File: src/rtl/onchip_mem_arbiter_if.sv
// Requester-side Avalon-MM style port and the memory s1 port
// used by the two-requester on-chip memory arbiter.
interface onchip_mem_arbiter_if #(
    parameter int ADDR_W = 7,
    parameter int DATA_W = 32
);
    logic [ADDR_W-1:0]   address;
    logic                read;
    logic                write;
    logic [DATA_W-1:0]   writedata;
    logic [DATA_W/8-1:0] byteenable;
    logic                waitrequest;
    logic [DATA_W-1:0]   readdata;
    logic                readdatavalid;

    modport master (
        output address, read, write,
        output writedata, byteenable,
        input  waitrequest, readdata,
        input  readdatavalid
    );

    modport slave (
        input  address, read, write,
        input  writedata, byteenable,
        output waitrequest, readdata,
        output readdatavalid
    );
endinterface

interface onchip_mem_s1_if #(
    parameter int ADDR_W = 7,
    parameter int DATA_W = 32
);
    logic [ADDR_W-1:0]   address;
    logic                clken;
    logic                chipselect;
    logic                write;
    logic [DATA_W-1:0]   writedata;
    logic [DATA_W/8-1:0] byteenable;
    logic [DATA_W-1:0]   readdata;
    logic                reset_req;

    modport master (
        output address, clken, chipselect,
        output write, writedata, byteenable,
        output reset_req,
        input  readdata
    );

    modport slave (
        input  address, clken, chipselect,
        input  write, writedata, byteenable,
        input  reset_req,
        output readdata
    );
endinterface

File: src/rtl/onchip_mem_arbiter.sv
// Round-robin arbiter sharing one single-port on-chip memory
// between requesters A and B, with in-order read return tagging.
module onchip_mem_arbiter #(
    parameter int ADDR_W     = 7,
    parameter int DATA_W     = 32,
    parameter int MEM_RD_LAT = 1
) (
    input  logic                 clk,
    input  logic                 reset,
    onchip_mem_arbiter_if.slave  a,
    onchip_mem_arbiter_if.slave  b,
    onchip_mem_s1_if.master      mem
);

    typedef enum logic {
        PORT_A = 1'b0,
        PORT_B = 1'b1
    } port_e;

    port_e last_grant;
    port_e win;

    logic req_a;
    logic req_b;
    logic gnt_a;
    logic gnt_b;
    logic rd_issue;

    logic  pipe_vld  [MEM_RD_LAT];
    port_e pipe_port [MEM_RD_LAT];

    logic  exit_a;
    logic  exit_b;

    always_comb begin
        req_a = a.read | a.write;
        req_b = b.read | b.write;
        gnt_a = 1'b0;
        gnt_b = 1'b0;
        if (!reset) begin
            unique case (1'b1)
                (req_a && !req_b): gnt_a = 1'b1;
                (req_b && !req_a): gnt_b = 1'b1;
                (req_a && req_b): begin
                    if (last_grant == PORT_B)
                        gnt_a = 1'b1;
                    else
                        gnt_b = 1'b1;
                end
                default: ;
            endcase
        end
    end

    // Idle cycles keep the mux pointed at the last winner.
    always_comb begin
        win = last_grant;
        if (gnt_a)
            win = PORT_A;
        else if (gnt_b)
            win = PORT_B;
    end

    always_comb begin
        rd_issue = (gnt_a && a.read && !a.write)
                 | (gnt_b && b.read && !b.write);
    end

    always_comb begin
        a.waitrequest  = !gnt_a;
        b.waitrequest  = !gnt_b;
        mem.clken      = !reset;
        mem.reset_req  = reset;
        mem.chipselect = gnt_a | gnt_b;
        mem.write      = 1'b0;
        mem.address    = '0;
        mem.writedata  = '0;
        mem.byteenable = '0;
        if (gnt_a)
            mem.write = a.write;
        else if (gnt_b)
            mem.write = b.write;
        if (!reset) begin
            if (win == PORT_B) begin
                mem.address    = b.address;
                mem.writedata  = b.writedata;
                mem.byteenable = b.byteenable;
            end else begin
                mem.address    = a.address;
                mem.writedata  = a.writedata;
                mem.byteenable = a.byteenable;
            end
        end
    end

    always_ff @(posedge clk) begin
        if (reset) begin
            last_grant <= PORT_B;
        end else if (gnt_a || gnt_b) begin
            last_grant <= win;
        end
    end

    // Tag pipeline mirrors the memory read latency.
    always_ff @(posedge clk) begin
        if (reset) begin
            for (int i = 0; i < MEM_RD_LAT; i++) begin
                pipe_vld[i]  <= 1'b0;
                pipe_port[i] <= PORT_A;
            end
        end else begin
            pipe_vld[0]  <= rd_issue;
            pipe_port[0] <= win;
            for (int i = 1; i < MEM_RD_LAT; i++) begin
                pipe_vld[i]  <= pipe_vld[i-1];
                pipe_port[i] <= pipe_port[i-1];
            end
        end
    end

    always_comb begin
        exit_a = pipe_vld[MEM_RD_LAT-1]
               && (pipe_port[MEM_RD_LAT-1] == PORT_A);
        exit_b = pipe_vld[MEM_RD_LAT-1]
               && (pipe_port[MEM_RD_LAT-1] == PORT_B);
    end

    always_ff @(posedge clk) begin
        if (reset) begin
            a.readdatavalid <= 1'b0;
            b.readdatavalid <= 1'b0;
            a.readdata      <= '0;
            b.readdata      <= '0;
        end else begin
            a.readdatavalid <= exit_a;
            b.readdatavalid <= exit_b;
            if (exit_a)
                a.readdata <= mem.readdata;
            if (exit_b)
                b.readdata <= mem.readdata;
        end
    end

endmodule
File: src/flat_wrapper.sv
// flat-port wrapper written by rule: the top's interface ports become plain ports
module onchip_mem_arbiter_flat 
#(
    parameter int ADDR_W     = 7,
    parameter int DATA_W     = 32,
    parameter int MEM_RD_LAT = 1
)
  (clk, reset, a_address, a_read, a_write, a_writedata, a_byteenable, a_waitrequest, a_readdata, a_readdatavalid, b_address, b_read, b_write, b_writedata, b_byteenable, b_waitrequest, b_readdata, b_readdatavalid, mem_address, mem_clken, mem_chipselect, mem_write, mem_writedata, mem_byteenable, mem_reset_req, mem_readdata);
  onchip_mem_arbiter_if #(.ADDR_W(ADDR_W), .DATA_W(DATA_W)) a_i ();
  onchip_mem_arbiter_if #(.ADDR_W(ADDR_W), .DATA_W(DATA_W)) b_i ();
  onchip_mem_s1_if #(.ADDR_W(ADDR_W), .DATA_W(DATA_W)) mem_i ();
  input  logic clk;
  input  logic reset;
  input wire logic [$bits(a_i.address)-1:0] a_address;
  input wire logic [$bits(a_i.read)-1:0] a_read;
  input wire logic [$bits(a_i.write)-1:0] a_write;
  input wire logic [$bits(a_i.writedata)-1:0] a_writedata;
  input wire logic [$bits(a_i.byteenable)-1:0] a_byteenable;
  output wire logic [$bits(a_i.waitrequest)-1:0] a_waitrequest;
  output wire logic [$bits(a_i.readdata)-1:0] a_readdata;
  output wire logic [$bits(a_i.readdatavalid)-1:0] a_readdatavalid;
  input wire logic [$bits(b_i.address)-1:0] b_address;
  input wire logic [$bits(b_i.read)-1:0] b_read;
  input wire logic [$bits(b_i.write)-1:0] b_write;
  input wire logic [$bits(b_i.writedata)-1:0] b_writedata;
  input wire logic [$bits(b_i.byteenable)-1:0] b_byteenable;
  output wire logic [$bits(b_i.waitrequest)-1:0] b_waitrequest;
  output wire logic [$bits(b_i.readdata)-1:0] b_readdata;
  output wire logic [$bits(b_i.readdatavalid)-1:0] b_readdatavalid;
  output wire logic [$bits(mem_i.address)-1:0] mem_address;
  output wire logic [$bits(mem_i.clken)-1:0] mem_clken;
  output wire logic [$bits(mem_i.chipselect)-1:0] mem_chipselect;
  output wire logic [$bits(mem_i.write)-1:0] mem_write;
  output wire logic [$bits(mem_i.writedata)-1:0] mem_writedata;
  output wire logic [$bits(mem_i.byteenable)-1:0] mem_byteenable;
  output wire logic [$bits(mem_i.reset_req)-1:0] mem_reset_req;
  input wire logic [$bits(mem_i.readdata)-1:0] mem_readdata;
  assign a_i.address = a_address;
  assign a_i.read = a_read;
  assign a_i.write = a_write;
  assign a_i.writedata = a_writedata;
  assign a_i.byteenable = a_byteenable;
  assign a_waitrequest = a_i.waitrequest;
  assign a_readdata = a_i.readdata;
  assign a_readdatavalid = a_i.readdatavalid;
  assign b_i.address = b_address;
  assign b_i.read = b_read;
  assign b_i.write = b_write;
  assign b_i.writedata = b_writedata;
  assign b_i.byteenable = b_byteenable;
  assign b_waitrequest = b_i.waitrequest;
  assign b_readdata = b_i.readdata;
  assign b_readdatavalid = b_i.readdatavalid;
  assign mem_address = mem_i.address;
  assign mem_clken = mem_i.clken;
  assign mem_chipselect = mem_i.chipselect;
  assign mem_write = mem_i.write;
  assign mem_writedata = mem_i.writedata;
  assign mem_byteenable = mem_i.byteenable;
  assign mem_reset_req = mem_i.reset_req;
  assign mem_i.readdata = mem_readdata;
  onchip_mem_arbiter #(.ADDR_W(ADDR_W), .DATA_W(DATA_W), .MEM_RD_LAT(MEM_RD_LAT)) u_core (.clk(clk), .reset(reset), .a(a_i), .b(b_i), .mem(mem_i));
endmodule
File: config.mk
export PLATFORM = sky130hd
export DESIGN_NAME = onchip_mem_arbiter_flat
export DESIGN_NICKNAME = d
export VERILOG_FILES = /design/src/rtl/onchip_mem_arbiter_if.sv /design/src/rtl/onchip_mem_arbiter.sv /design/src/flat_wrapper.sv
export SDC_FILE = /design/constraint.sdc
export NUM_CORES = 1
export LEC_CHECK = 0
export ABC_CLOCK_PERIOD_IN_PS = 1700
export CAP_MARGIN = 20
export CORE_ASPECT_RATIO = 0.6
export CORE_MARGIN = 2
export CORE_UTILIZATION = 25
export CTS_BUF_LIST = sky130_fd_sc_hd__clkbuf_4 sky130_fd_sc_hd__clkbuf_8
export CTS_CLUSTER_SIZE = 16
export DETAILED_ROUTE_END_ITERATION = 10
export MAX_ROUTING_LAYER = met4
export PLACE_DENSITY = 0.67
export SLEW_MARGIN = 20
export SYNTH_ARGS = -nofsm -noshare
export SYNTH_HDL_FRONTEND = slang
export SYNTH_SLANG_ARGS = --single-unit
File: constraint.sdc
create_clock -name clk -period 1.7 [get_ports clk]
set_clock_uncertainty 0.15 [all_clocks]
set_input_delay 0.34 -clock clk [delete_from_list [all_inputs] [get_ports clk]]
set_output_delay 0.34 -clock clk [all_outputs]
set_load 0.05 [all_outputs]
## After elaboration in Yosys (flattened, before gate mapping)

Memories as Yosys holds them, arrays and structs flattened.
Index checks and enable logic that the tools add are counted.

- Bits in registers: 67
- RAM bits: 2
- Output and inout port bits: 115
- Logic and storage cells: 54
- Memories kept: 2

Memory list:

| name | depth | bits a word | read ports | clocked after Yosys merged registers in | wr ports | line | source |
|---|---|---|---|---|---|---|---|
| u_core.pipe_port | 1 | 1 | 1 | 0 | 1 | onchip_mem_arbiter.sv:30 | `port_e pipe_port [MEM_RD_LAT];` |
| u_core.pipe_vld | 1 | 1 | 1 | 0 | 1 | onchip_mem_arbiter.sv:29 | `logic pipe_vld [MEM_RD_LAT];` |

- Mux-type cells: 23
- Bitwise gates (word level): 5
- Reduce and logical (&&, ||, !) cells: 19

Operators with widths:

| kind | number |
|---|---|
| two-way mux 32 bit | 2 |
| two-way mux 1 bit | 15 |
| two-way mux 7 bit | 2 |
| logical AND 1 bit | 9 |
| two-way mux 4 bit | 2 |
| zero test 1 bit | 7 |
| OR 1 bit | 4 |
| case mux 1 bit (2 select lines) | 2 |
| OR reduction 1 bit | 2 |
| logical OR 1 bit | 1 |
| NOT 1 bit | 1 |

## Depth between registers and ports, before layout

Gate-level depths: netlist of run 1.

- Depth after elaboration: 9
- Gate-level depth with buffers: 6
- Mapped depth without buffers: 3

## Worst setup path before layout of run 1

Ideal clock, no wire load.

- Path kind: input port to output port
- From: input reset
- To: output mem_byteenable[0]
- Arrival time: 2.105 ns
- Required time: 1.210 ns
- Setup slack: -0.895 ns
- Stages on the path: 5
- Buffers on the path: 2
- Cells stage by stage: buf_2 > inv_2 > clkbuf_1 > nand2_1 > mux2i_1

- Longest elaborated chain between the ends: 5

RTL lines:

| what | line | source |
|---|---|---|
| start, declared | flat_wrapper.sv:13 | `input logic reset;` |
| two-way mux 1 bit | onchip_mem_arbiter.sv:40 | `if (!reset) begin` |
| two-way mux 1 bit | onchip_mem_arbiter.sv:60 | `else if (gnt_b)` |
| two-way mux 1 bit | onchip_mem_arbiter.sv:58 | `if (gnt_a)` |
| two-way mux 4 bit | onchip_mem_arbiter.sv:84 | `if (win == PORT_B) begin` |
| two-way mux 4 bit (*) | onchip_mem_arbiter.sv:83 | `if (!reset) begin` |
| end, declared | flat_wrapper.sv:35 | `output wire logic [$bits(mem_i.byteenable)-1:0] mem_byteenable;` |

Mark *: on every way between the ends. The rest lies on a longest branch, timed or not.

## Worst setup path in the final report of run 1

- From: input a_write
- To: output mem_writedata[5]

- Longest elaborated chain between the ends: 9

RTL lines:

| what | line | source |
|---|---|---|
| start, declared | flat_wrapper.sv:16 | `input wire logic [$bits(a_i.write)-1:0] a_write;` |
| OR 1 bit (*) | onchip_mem_arbiter.sv:36 | `req_a = a.read \| a.write;` |
| zero test 1 bit | onchip_mem_arbiter.sv:43 | `(req_b && !req_a): gnt_b = 1'b1;` |
| logical AND 1 bit | onchip_mem_arbiter.sv:43 |  |
| case mux 1 bit (2 select lines) | onchip_mem_arbiter.sv:41 | `unique case (1'b1)` |
| two-way mux 1 bit | onchip_mem_arbiter.sv:40 |  |
| two-way mux 1 bit | onchip_mem_arbiter.sv:60 |  |
| two-way mux 1 bit (*) | onchip_mem_arbiter.sv:58 |  |
| two-way mux 32 bit (*) | onchip_mem_arbiter.sv:84 |  |
| two-way mux 32 bit (*) | onchip_mem_arbiter.sv:83 |  |
| end, declared | flat_wrapper.sv:34 | `output wire logic [$bits(mem_i.writedata)-1:0] mem_writedata;` |

Marks and branches as above.

==> results of run 1 <==
-- cell type report --
type                    count  area (sq um)
fillers                  1035          4820
clock buffers              13           166
flip-flops and latches     69          1390
clock inverters             3          20.0
inverters                   1          3.75
repair buffers            274          3990
multi-input cells         347          2290
well taps                 170           213
-- cell families after synthesis --
logic type	share of synthesized area [%]
AND/OR/NAND/NOR	26.8
multiplexers	13.0
flip-flops	41.7
AO/OA/AOI/OAI	11.2
buffers and inverters	7.30
-- sequential cells by signal, summed over array words and instances, names as in the netlist --
| signal | count |
|---|---|
| u_core.a.readdata | 32 |
| u_core.b.readdata | 32 |
| u_core.a.readdatavalid | 1 |
| u_core.b.readdatavalid | 1 |
| u_core.last_grant | 1 |
| u_core.pipe_port | 1 |
| u_core.pipe_vld | 1 |
-- power breakdown --
group / total (mW) / leakage [nW] / switching, mW / internal (mW)
sequential: 1.74 / 0.560 / 0.0618 / 1.67
combinational: 2.46 / 2.36 / 1.17 / 1.29
clock: 1.25 / 0.0925 / 0.607 / 0.641
-- worst max path at each step --
stage / end / slack, ns / cells past startpoint
final: mem_writedata[5] / -0.59 / 7
after global routing: mem_writedata[5] / -0.65 / 6
after detailed placement: mem_writedata[5] / -0.80 / 7
after CTS: mem_writedata[7] / -0.68 / 6
after floorplan: mem_address[1] / -0.27 / 5
after global placement: mem_writedata[5] / -0.76 / 7
-- repair_timing --
action,4_1_cts,5_1_grt
setup endpoints to repair,47,47
setup buffers,3,8
gates resized for setup,14,12
gates cloned,1,2
pin swaps,2,3
hold buffers,0,0
-- cells in the final DEF, fill, tap and decap left out, types with 2 or more instances in the layout --
cell             Yosys  routed
a21oi_1             67      65
and2_1               2       2
buf_12               4     124
buf_16               0       2
buf_4                2      20
buf_6                1       3
clkbuf_16            0       2
clkbuf_4             0       2
clkbuf_8             0      11
clkdlybuf4s50_1      0     118
clkinvlp_4           0       2
dfxtp_1             69      68
dlygate4sd2_1        0       2
mux2i_4              0      43
nand2_1            217     216
nand2b_1             2       2
nor2_1               8       6
nor2_4               0       2
-- worst reg2reg max path: stages (launching register included) --
cell	delay, ns
dfxtp_4	0.37
o31a_4	0.37
buf_6	0.15
buf_12	0.15
or2_1	0.21
-- metrics by stage --
step	hold WS (ns)	TNS [ns]	std cells	worst slack (ns)	utilization [%]
floorplan	0.326	-11.33	455	-0.272	-
global placement	0.330	-32.42	848	-0.757	59.3
detailed placement	0.337	-33.50	848	-0.799	59.3
CTS	0.248	-25.26	868	-0.680	61.6
global route	0.310	-26.64	877	-0.654	62.6
finish	0.293	-23.61	877	-0.590	62.6
-- metal layers --
| layer | vias up | routed length (microns) | track usage, % |
|---|---|---|---|
| li1 | 1957 | - | - |
| met1 | 1881 | 6360 | 25.6 |
| met2 | 117 | 7100 | 33.8 |
| met3 | 18 | 665 | 5.65 |
| met4 | 0 | 193 | 4.71 |
| met5 | - | 0 | - |
==> flow_metrics.py, run 1 <==
metrics = {
    "logic_synthesis": {
        "syn_nets": 579,
        "yosysTopAreaCell": "dfxtp_1",
        "yosys-top-cells-count": "nand2_1 (217), dfxtp_1 (69), a21oi_1 (67), mux2i_1 (43), clkbuf_1 (18)",
        "synth_seq_cells": 69,
        "synth_cell_types": 22,
        "synth_most_common_cell": "nand2_1",
        "synth_edf_count": 0,
        "syn_area_per_cell_sq_um": 7.27,
        "netlist_area_sq_mm": 0.00331,
        "synth_area_leaders": "dfxtp_1 (42%), nand2_1 (25%), mux2i_1 (13%)",
        "yosysSeqAreaShare_pct": 41.7,
        "syn_inst": 455,
        "synth-async-reset-ratio_pct": 0,
        "yosysWarnings": 0,
        "synth_flop_cell": "dfxtp_1",
        "yosysTopAreaCellShare_pct": 41.7,
    },
    "setup_path": {
        "worstSetupPathType": "in2out",
        "cp_cell_sequence": "dlygate4sd2_1 > o21ai_4 > o31a_4 > buf_12 > buf_16 > mux2i_4 > buf_12",
        "rr_endpoint": "u_core.last_grant",
        "slowest_stage": "dlygate4sd2_1",
        "required_ns": 1.21,
        "critPathMaxStageDelay_ns": 0.27,
        "critPathArrivalTime_ns": 1.80,
        "critPathTopFamily": "buffers and inverters",
        "crit_path_end_kind": "output port",
        "crit_fanout": 8,
        "cp-start-kind": "input port",
        "path_common_cell": "buf_12",
        "rrSetupSlack_ns": 0.20,
        "crit_buf_inv": 4,
        "r2r_cells": 4,
        "crit_start": "a_write",
        "r2r-start": "u_core.last_grant",
    },
    "routing": {
        "final_antenna_net_count": 0,
        "drc": 0,
        "drt_iter0_drc": 140,
        "drt-wirelength-per-cell_microns": 16.3,
        "routed_wl_microns": 14300,
        "vias": 3973,
        "firstDrtPassIters": 6,
        "via_per_inst": 4.53,
    },
    "finish": {
        "area_delta_synth_final_pct": 144,
        "final_area_sq_mm": 0.00807,
        "drive_above_1_share_pct": 31.5,
        "diodes": 0,
        "fin_nets": 826,
    },
    "power_and_ir_drop": {
        "power_mw": 5.44,
        "ir_worst_vdd_uv": 434,
        "p_per_area_mw_per_mm2": 675,
        "total_leakage_power_nw": 3.02,
    },
    "cts": {
        "clockRootBuffer": "clkbuf_8",
        "cts_tree": "done",
        "cts.clk_slew.worst_paths_ns": 0.07,
        "numCtsBuffers": 9,
        "clock_sinks": 69,
        "h-tree-depth": 3,
        "clk_latency_ns": 0.33,
        "clk_path_buf_depth": 2,
    },
    "hold_path": {
        "hold_path.startpoint": "reset",
        "min_path_cells": 3,
        "min_path_type": "in2reg",
        "worstHoldEndpoint": "u_core.a.readdata[28]",
    },
    "sta": {
        "final-setup-viol-count": 45,
        "rsz0062_at_grt": "yes",
        "finalHoldViolCount": 0,
        "setup_ws_ns": -0.590,
        "fin_crit_sh_pct": 135,
        "worst_slew_pin_slew_ns": 0.448,
        "slew_headroom_pct": 70.1,
        "fin_crit_ns": 2.29,
        "finalMaxSlewViolations": 0,
        "fmax_mhz": 437,
    },
    "floorplanning": {
        "initial_core_util_pct": 25.7,
        "core_sq_mm": 0.0129,
        "dieArea_sq_mm": 0.0142,
        "dieHeight_microns": 93.1,
        "die_w_microns": 153,
        "io_pins": 239,
        "row_count": 32,
    },
    "run_status": {
        "status": "finished with violations",
        "violations": "setup timing",
    },
    "place": {
        "place.port_buffers": 238,
        "gp_congestion": 0.939,
        "dp_hpwl_microns": 11000,
        "place_area_sq_mm": 0.00765,
    },
    "flow_run": {
        "maxCapViolations": 0,
    },
    "global_routing": {
        "grt_start_max_net_pins": 43,
        "antenna_found_initial": 0,
        "grt_pass1_wl_microns": 22300,
        "grt_use_total_pct": 20.6,
        "grt_overflow": 0,
        "grt_pass1_vias": 4014,
    },
}
(Power assumes the default switching activity.)
==> run 2: changes to the inputs <==
--- a/config.mk
+++ b/config.mk
@@ -11,10 +11,10 @@
 export CORE_MARGIN = 2
 export CORE_UTILIZATION = 25
 export CTS_BUF_LIST = sky130_fd_sc_hd__clkbuf_4 sky130_fd_sc_hd__clkbuf_8
-export CTS_CLUSTER_SIZE = 16
 export DETAILED_ROUTE_END_ITERATION = 10
 export MAX_ROUTING_LAYER = met4
 export PLACE_DENSITY = 0.67
+export SKIP_LAST_GASP = 1
 export SLEW_MARGIN = 20
 export SYNTH_ARGS = -nofsm -noshare
 export SYNTH_HDL_FRONTEND = slang
==> results of run 2 <==
Final layout, timing and power as in run 1 (identical DEF).
==> run 3: changes to the inputs <==
--- a/config.mk
+++ b/config.mk
@@ -5,13 +5,14 @@
 export SDC_FILE = /design/constraint.sdc
 export NUM_CORES = 1
 export LEC_CHECK = 0
-export ABC_CLOCK_PERIOD_IN_PS = 1700
+export ABC_CLOCK_PERIOD_IN_PS = 2400
 export CAP_MARGIN = 20
 export CORE_ASPECT_RATIO = 0.6
 export CORE_MARGIN = 2
 export CORE_UTILIZATION = 25
 export CTS_BUF_LIST = sky130_fd_sc_hd__clkbuf_4 sky130_fd_sc_hd__clkbuf_8
 export DETAILED_ROUTE_END_ITERATION = 10
+export HOLD_SLACK_MARGIN = 0.05
 export MAX_ROUTING_LAYER = met4
 export PLACE_DENSITY = 0.67
 export SKIP_LAST_GASP = 1
==> constraint.sdc (replaced) <==
create_clock -name clk -period 2.4 [get_ports clk]
set_clock_uncertainty 0.15 [all_clocks]
set_input_delay 0.48 -clock clk [delete_from_list [all_inputs] [get_ports clk]]
set_output_delay 0.48 -clock clk [all_outputs]
set_load 0.05 [all_outputs]
==> run 3 against run 2 <==
  * Critical path depth fell by 1
  * The run still ends with setup timing left
  * Clock power fell by 15%
  * Wire length fell by 3.1%
  * Via count fell by 0.86%
  * Largest cell class unchanged
  * Die area did not move
  * Global-route usage fell by 0.61 points
==> flow_metrics.py, run 3 (same netlist as run 1, synthesis figures left out) <==
metrics = {
    "floorplanning": {
        "dieHeight_microns": 93.1,
        "row_count": 32,
        "dieArea_sq_mm": 0.0142,
        "io_pins": 239,
        "initial_core_util_pct": 25.7,
        "core_sq_mm": 0.0129,
        "die_w_microns": 153,
    },
    "power_and_ir_drop": {
        "total_leakage_power_nw": 2.65,
        "p_per_area_mw_per_mm2": 534,
        "ir_worst_vdd_uv": 313,
    },
    "setup_path": {
        "crit_fanout": 8,
        "required_ns": 1.77,
        "worstSetupPathType": "in2out",
        "critPathArrivalTime_ns": 1.80,
        "cp-start-kind": "input port",
        "crit_path_end_kind": "output port",
    },
    "global_routing": {
        "grt_use_met1_pct": 23.8,
        "grt_start_max_net_pins": 50,
        "grt_use_total_pct": 20.0,
        "grt_busiest_layer": "met2",
        "met3_usage_pct": 6.16,
        "grt_pass1_vias": 4055,
        "grt_overflow": 0,
        "antenna_found_initial": 0,
        "grt_use_met2_pct": 33.2,
        "grt_pass1_wl_microns": 21500,
    },
    "routing": {
        "firstDrtPassIters": 5,
        "drt-wirelength-per-cell_microns": 16.0,
        "via_per_inst": 4.54,
        "vias": 3939,
        "drt_iter0_drc": 169,
        "routed_wl_microns": 13900,
        "final_antenna_net_count": 0,
        "drc": 0,
    },
    "sta": {
        "fmax_mhz": 412,
        "finalMaxSlewViolations": 0,
        "slew_headroom_pct": 63.2,
        "rsz0062_at_grt": "yes",
        "finalHoldViolCount": 0,
        "final-setup-viol-count": 18,
        "fin_crit_ns": 2.43,
        "worst_slew_pin_slew_ns": 0.550,
        "setup_tns_ns": -0.155,
        "fin_crit_sh_pct": 101,
        "setup_ws_ns": -0.0263,
    },
    "finish": {
        "final_area_sq_mm": 0.00728,
        "layout_commonest_cell": "nand2_1",
        "largest_registers": "u_core.a.readdata: 32 flops, u_core.b.readdata: 32 flops",
        "diodes": 0,
        "drive_above_1_share_pct": 20.5,
        "layout_common_cells": "nand2_1 (217), clkdlybuf4s50_1 (184), dfxtp_1 (68), a21oi_1 (67), buf_12 (53)",
        "fillers": 1107,
        "area_delta_synth_final_pct": 120,
        "final_core_util_pct": 56.5,
        "stdcell_count": 867,
        "fin_nets": 816,
    },
    "place": {
        "place.port_buffers": 238,
        "dp.cells": 842,
        "dp_hpwl_microns": 9530,
        "dp_slack_ns": -0.379,
        "gp_congestion": 0.873,
        "place_area_sq_mm": 0.00642,
    },
    "flow_run": {
        "maxCapViolations": 0,
    },
    "cts": {
        "clockRootBuffer": "clkbuf_8",
        "cts.clk_slew.worst_paths_ns": 0.07,
        "holdBufCountCts": 0,
        "h-tree-depth": 3,
        "clk_latency_ns": 0.34,
        "clock_sinks": 69,
        "clk_path_buf_depth": 2,
        "cts_tree": "done",
        "numCtsBuffers": 9,
    },
    "hold_path": {
        "min_path_type": "reg2reg",
    },
    "run_status": {
        "violations": "setup timing",
        "status": "finished with violations",
    },
}
## run 3: what timing repair did
item,CTS,global route
cloned,3,0
gates resized for setup,76,17
pin swaps,2,2
endpoints found under the setup margin,43,43
buffers inserted,6,1
## run 3: worst paths after layout
check	start	endpoint	slack [ns]	cells past startpoint
min reg2reg	u_core.a.readdata[27]	u_core.a.readdata[27]	0.31	2
max	b_write	mem_writedata[7]	-0.03	6
max reg2reg	u_core.pipe_port[0]	u_core.a.readdata[1]	0.90	4
min	u_core.a.readdata[27]	u_core.a.readdata[27]	0.31	2
## run 3: metrics by stage
| stage | power (mW) | hold slack (ns) |
|---|---|---|
| final | 3.89 | 0.305 |
| after global routing | 4.05 | 0.318 |
| after CTS | 3.89 | 0.310 |
| after detailed placement | 2.61 | 0.300 |
| after global placement | 2.60 | 0.290 |
| after floorplan | 1.94 | 0.466 |
## run 3: where the power goes
group | leakage (nW) | switching [mW] | internal (mW) | total (mW)
logic | 1.97 | 0.821 | 0.800 | 1.62
clock network | 0.112 | 0.446 | 0.611 | 1.06
registers | 0.560 | 0.0238 | 1.19 | 1.21
total | 2.65 | 1.29 | 2.60 | 3.89
## run 3: final cells by class
| cell class | count | area [sq um] | share of cell area (%) |
|---|---|---|---|
| multi-input combinational | 347 | 2250 | 30.9 |
| inverter | 1 | 3.75 | 0.0516 |
| clock buffer | 10 | 138 | 1.89 |
| timing repair buffer | 264 | 3200 | 44.0 |
| sequential | 69 | 1390 | 19.0 |
| tap | 170 | 213 | 2.92 |
| clock inverter | 6 | 86.3 | 1.19 |
## run 3: critical path, cell delays in order
cell and delay (ns):
clkdlybuf4s15_1 0.23, o31a_4 0.39, buf_8 0.15, buf_16 0.16, mux2i_4 0.22, buf_12 0.16
## run 3: metal layers
| metal | vias up | wire, microns |
|---|---|---|
| met5 | - | 0 |
| met4 | 0 | 191 |
| met1 | 1838 | 6020 |
| li1 | 1939 | - |
| met3 | 16 | 937 |
| met2 | 146 | 6720 |
